[src/rtl/pdm_pcm_packer.sv]
// pdm_pcm_packer
// Takes the round-robin 16-bit PCM stream from the CIC decimator and tracks
// the channel of each sample. It formats samples into 32-bit words, either one
// sign-extended sample or two packed samples per word. The words are buffered
// in a small FIFO towards the uDMA RX channel. The upstream stream cannot be
// stalled, so a word that finds the FIFO full is dropped and counted.
//
// Optional feature: define PDM_PACKER_CH_TAG_EN to place the sample's channel
// index in bits [31:30] of every word.

module pdm_pcm_packer #(
    parameter int FIFO_DEPTH    = 4,
    parameter int OVF_CNT_WIDTH = 8
) (
    input  logic                           clk_i,
    input  logic                           rst_i,
    input  logic                           cfg_en_i,
    input  logic [1:0]                     cfg_ch_num_i,
    input  logic                           cfg_pack_i,
    input  logic                           ovf_clr_i,
    input  logic [15:0]                    pcm_data_i,
    input  logic                           pcm_data_valid_i,
    output logic [31:0]                    data_o,
    output logic                           data_valid_o,
    input  logic                           data_ready_i,
    output logic [$clog2(FIFO_DEPTH):0]    fifo_level_o,
    output logic                           ovf_o,
    output logic [OVF_CNT_WIDTH-1:0]       ovf_cnt_o
);

    localparam int AW = $clog2(FIFO_DEPTH);
    localparam int LW = AW + 1;

    typedef enum logic {
        EMPTY_HALF = 1'b0,
        HAVE_LOW   = 1'b1
    } pack_state_t;

    // Packing state and the registered commit stage
    pack_state_t state_q;
    logic [1:0]  ch_idx_q;
    logic [15:0] low_q;
    logic        commit_valid_q;
    logic [31:0] commit_word_q;

    // FIFO state
    logic [31:0]   mem [FIFO_DEPTH];
    logic [AW-1:0] wr_ptr_q;
    logic [AW-1:0] rd_ptr_q;
    logic [LW-1:0] count_q;

    logic        ovf_q;
    logic [OVF_CNT_WIDTH-1:0] ovf_cnt_q;

    logic [31:0] unpacked_word;
    logic [31:0] packed_word;
    logic        full;
    logic        pop;
    logic        push;
    logic        drop;

    // Candidate words for the current sample; the tag, when built in, is the
    // channel of the sample arriving now (the high half in packed mode)
    always_comb begin
        // NOTE: every always_comb output gets a default first so no latch is inferred.
        unpacked_word = {{16{pcm_data_i[15]}}, pcm_data_i};
        packed_word   = {pcm_data_i, low_q};
`ifdef PDM_PACKER_CH_TAG_EN
        unpacked_word[31:30] = ch_idx_q;
        packed_word[31:30]   = ch_idx_q;
`else
`endif
    end

    // Channel tracking, packing FSM and commit register
    always_ff @(posedge clk_i) begin
        // NOTE: sequential state uses non-blocking assignments only.
        if (rst_i) begin
            state_q        <= EMPTY_HALF;
            ch_idx_q       <= 2'd0;
            low_q          <= 16'd0;
            commit_valid_q <= 1'b0;
            commit_word_q  <= 32'd0;
        end else begin
            commit_valid_q <= 1'b0;
            if (!cfg_en_i) begin
                // Disabling restarts channel alignment and forgets any half word
                state_q  <= EMPTY_HALF;
                ch_idx_q <= 2'd0;
            end else if (pcm_data_valid_i) begin
                ch_idx_q <= (ch_idx_q >= cfg_ch_num_i) ? 2'd0 : ch_idx_q + 2'd1;
                if (!cfg_pack_i) begin
                    commit_valid_q <= 1'b1;
                    commit_word_q  <= unpacked_word;
                end else begin
                    case (state_q)
                        EMPTY_HALF: begin
                            low_q   <= pcm_data_i;
                            state_q <= HAVE_LOW;
                        end
                        HAVE_LOW: begin
                            commit_valid_q <= 1'b1;
                            commit_word_q  <= packed_word;
                            state_q        <= EMPTY_HALF;
                        end
                        default: state_q <= EMPTY_HALF;
                    endcase
                end
            end
        end
    end

    assign full         = (count_q == LW'(FIFO_DEPTH));
    assign data_valid_o = (count_q != '0);
    assign pop          = data_valid_o & data_ready_i;
    // A full FIFO still takes the word when the head leaves in the same cycle
    assign push         = commit_valid_q & (~full | pop);
    assign drop         = commit_valid_q & full & ~pop;

    // Head word is forced to zero while empty so it reads 0 out of reset
    assign data_o       = data_valid_o ? mem[rd_ptr_q] : 32'd0;
    assign fifo_level_o = count_q;

    // FIFO storage write
    always_ff @(posedge clk_i) begin
        // NOTE: the storage array has no reset; the pointers and count define validity.
        if (push) begin
            mem[wr_ptr_q] <= commit_word_q;
        end
    end

    // FIFO pointers and occupancy
    always_ff @(posedge clk_i) begin
        if (rst_i) begin
            wr_ptr_q <= '0;
            rd_ptr_q <= '0;
            count_q  <= '0;
        end else begin
            if (push) begin
                wr_ptr_q <= wr_ptr_q + AW'(1);
            end
            if (pop) begin
                rd_ptr_q <= rd_ptr_q + AW'(1);
            end
            case ({push, pop})
                2'b10:   count_q <= count_q + LW'(1);
                2'b01:   count_q <= count_q - LW'(1);
                default: count_q <= count_q;
            endcase
        end
    end

    // Sticky overflow flag and saturating drop counter; a drop beats a clear
    always_ff @(posedge clk_i) begin
        if (rst_i) begin
            ovf_q     <= 1'b0;
            ovf_cnt_q <= '0;
        end else if (drop && ovf_clr_i) begin
            ovf_q     <= 1'b1;
            ovf_cnt_q <= OVF_CNT_WIDTH'(1);
        end else if (ovf_clr_i) begin
            ovf_q     <= 1'b0;
            ovf_cnt_q <= '0;
        end else if (drop) begin
            ovf_q <= 1'b1;
            if (ovf_cnt_q != '1) begin
                ovf_cnt_q <= ovf_cnt_q + OVF_CNT_WIDTH'(1);
            end
        end
    end

    assign ovf_o     = ovf_q;
    assign ovf_cnt_o = ovf_cnt_q;

endmodule

[config.mk]
export PLATFORM = sky130hd
export DESIGN_NAME = pdm_pcm_packer
export DESIGN_NICKNAME = d
export VERILOG_FILES = /design/src/rtl/pdm_pcm_packer.sv
export SDC_FILE = /design/constraint.sdc
export NUM_CORES = 1
export LEC_CHECK = 0
export ABC_AREA = 1
export CAP_MARGIN = 0
export CORE_AREA = 2 2 121 123
export DETAILED_ROUTE_END_ITERATION = 8
export DIE_AREA = 0 0 123 125
export PLACE_DENSITY = 0.78
export SYNTH_ARGS = -nofsm -noshare
export SYNTH_HDL_FRONTEND = slang
export SYNTH_SLANG_ARGS = --single-unit
export TNS_END_PERCENT = 20
[constraint.sdc]
create_clock -name clk_i -period 2.8 [get_ports clk_i]
set_input_delay 0.56 -clock clk_i [delete_from_list [all_inputs] [get_ports clk_i]]
set_output_delay 0.56 -clock clk_i [all_outputs]
set_load 0.01 [all_outputs]
==> flow_summary.ini <==
[logic_synthesis]
syn_area_um2 = 7879
synth_nets = 791
synth_top_area_share = 0.4879
synth.area.top_cells = edfxtp_1 49%, dfxtp_1 17%, nor2_1 8.4%
synth_edf_count = 128
yosysUniqueCellTypes = 32
post-synth-top-area-cell = edfxtp_1
ys_seq_elements = 196
synth-main-ff-cell = edfxtp_1
yosysWarnings = 0
ys_seq_area_frac = 0.6606
synth_most_common_cell = nor2_1
synth_cells = 760
syn_area_per_cell_um2 = 10.37
synth_commonest_cells = 177 x nor2_1, 128 x edfxtp_1, 104 x o21ai_0
async_flop_share = 0

[placed_design]
place_area_um2 = 8763
dp_slack_ns = 0.4283
port_buffers = 67
placedCellCount = 981
gp_congestion = 0.8258
hpwl_mm = 10.16

[clocking]
h-tree-depth = 4
cts_setup_buffers = 0
cts_buffers = 17
cts_buffer_depth = 2
cts_root_buf = clkbuf_16
hold_buffers = 0
clk-insertion-delay-late_ns = 0.42
cts.clk_slew.worst_paths_ns = 0.06
cts_tree = built
cts_sinks = 196

[setup_path]
timing.rr.end = fifo_level_o[2]
crit_type = flip-flop to output port
r2r_setup_slack_ns = 1.07
cp.arrival_ns = 2.17
required_ns = 2.24
reg2reg_depth = 10
cp_slowest_stage_delay_ns = 0.57
end_kind = output port
critPathLaunchType = flip-flop
r2r_start = fifo_level_o[2]
cp_cell_sequence = clkinvlp_4, buf_12, o21ai_0, a21oi_2, clkdlybuf4s50_1
worstPathMaxFanout = 60
slowest_stage = clkdlybuf4s50_1

[hold_path]
min_from = ovf_o
hold_path_depth = 2
min_to = ovf_o
hold_class = flip-flop to flip-flop

[die]
num_io_pins = 70
fp.dieH_um = 125
coreArea_um2 = 14200
initial_core_util = 0.5547
fp.dieW_um = 123
die_area_um2 = 15380
rows = 44

[sta]
rsz0062_at_grt = yes
finalSetupViolCount = 0
tightestPinTransition_ns = 0.5416
drv_slew = 0
min_period_ns = 2.730
period_share = 0.9750
max_freq_mhz = 366.3
skew_ns = 0.007821
maxSlewHeadroom = 0.6380
hold_violations = 0
worst_slack_ns = 0.06993

[drt]
num_vias = 5689
ant_nets = 0
wl_met1_mm = 7.379
met3_length_mm = 1.272
wl_met2_mm = 8.277
drt_pre_antenna_iters = 5
top_layer_used = met4
via_per_inst = 5.616
drc = 0
first_iter_violations = 618
wirelength_mm = 17.33
avgRoutedWirePerCell_um = 17.10

[status]
outcome = finished, final reports clean

[layout]
antenna_cells = 0
area_delta_synth_final_pct = 19.12
final_area_um2 = 9385
final_cells = 1013
layout-drive-gt1-share = 0.08323
nets = 848
final_util = 0.6608

[global_routing]
grt_pass1_wl_mm = 27.61
overflow = 0
grt_max_degree = 64
grt_pass1_vias = 5509
track_usage = 0.2340
antenna_found_initial = 0

[flow_run]
drv_cap = 0

[power_and_ir_drop]
ir_drop_mv = 0.4449
p_per_area_nw_per_um2 = 780.0
power_w = 0.007321
p_leak_nw = 3.386
routing by layer:
metal / up-vias / track usage
met5: - / 0
met4: 0 / 0.09693
met3: 26 / 0.05566
met2: 208 / 0.3650
met1: 2724 / 0.3161
li1: 2731 / -
cell usage in the layout, fill, tap and decap left out:
cell	n
nor2_1	173
edfxtp_1	128
o21ai_0	103
nand2_1	77
dfxtp_1	67
clkdlybuf4s50_1	67
a21oi_1	43
a31oi_1	31
inv_1	28
clkbuf_16	21
o21ai_1	14
buf_12	7
nand3_1	6
nand2_4	5
ha_1	5
a21oi_2	4
nor2_2	4
xor2_1	4
nand4_1	4
clkinv_2	4
buf_4	4
nor2_4	3
clkinvlp_4	3
inv_4	2
inv_2	2
o211ai_1	2
nor3_1	2
clkinv_1	2
clkbuf_1	2
buf_6	2
nand3_4	1
nand2_2	1
nor2_8	1
nand3_2	1
and2_4	1
xnor2_1	1
fa_1	1
dfxtp_4	1
clkinv_4	1
clkbuf_8	1
report_power, final:
| part | switching [W] | total [W] | leakage, nW | internal, W |
|---|---|---|---|---|
| clock network | 0.000982 | 0.00229 | 0.275 | 0.00131 |
| logic | 0.000992 | 0.00178 | 1.39 | 0.000786 |
| registers | 0.0000905 | 0.00326 | 1.72 | 0.00316 |
registers in the layout, summed over array words and instances, names as in the netlist, named ones only:
name,count
mem,128
commit_word_q,32
low_q,16
ovf_cnt_o,8
fifo_level_o,3
rd_ptr_q,2
wr_ptr_q,2
commit_valid_q,1
ovf_o,1
state_q,1
cell families after synthesis:
group / count (synthesis) / share of synthesized area
xor+xnor: 5 / 0.005558
simple gates: 279 / 0.1486
flops: 196 / 0.6606
fa+ha+maj: 6 / 0.01048
compound gates: 197 / 0.1307
buf+inv: 77 / 0.04399
per-stage QoR:
step / hold WS (ns) / TNS [ns]
6_report: 0.4559 / 0
5_1_grt: 0.4801 / -0.01266
4_1_cts: 0.4634 / 0
3_3_place_gp: 0.4372 / 0
3_5_place_dp: 0.4535 / 0
2_1_floorplan: 0.4469 / 0
final cells by class:
| cell class | count | area [um2] |
|---|---|---|
| clock buffers | 23 | 521.8 |
| multi-input cells | 487 | 2352 |
| fillers | 1044 | 4818 |
| inverters | 34 | 137.6 |
| clock inverters | 8 | 46.29 |
| flip-flops and latches | 196 | 5209 |
| repair buffers | 81 | 888.4 |
| well taps | 184 | 230.2 |
timing repair:
action / CTS / global route
resized for setup: 1 / 8
setup endpoints to repair: 1 / 15
cloned: 0 / 1
how the worst max path moves through the flow:
| stage | from | endpoint | slack, ns | cells after the start |
|---|---|---|---|---|
| floorplan | data_ready_i | mem[0][0] | 0.14 | 4 |
| global placement | data_ready_i | mem[1][6] | 0.48 | 6 |
| detailed placement | data_ready_i | mem[1][24] | 0.43 | 6 |
| CTS | fifo_level_o[2] | data_o[12] | 0.04 | 6 |
| global route | flip-flop | data_o[3] | -0.01 | 5 |
| finish | flip-flop | data_o[8] | 0.07 | 5 |
critical path, delay by kind of cell (launching register included):
family,cells,cell delay [ns]
flops,1,0.39
compound gates,2,0.38
buf+inv,3,0.92
(Power assumes the default switching activity.)
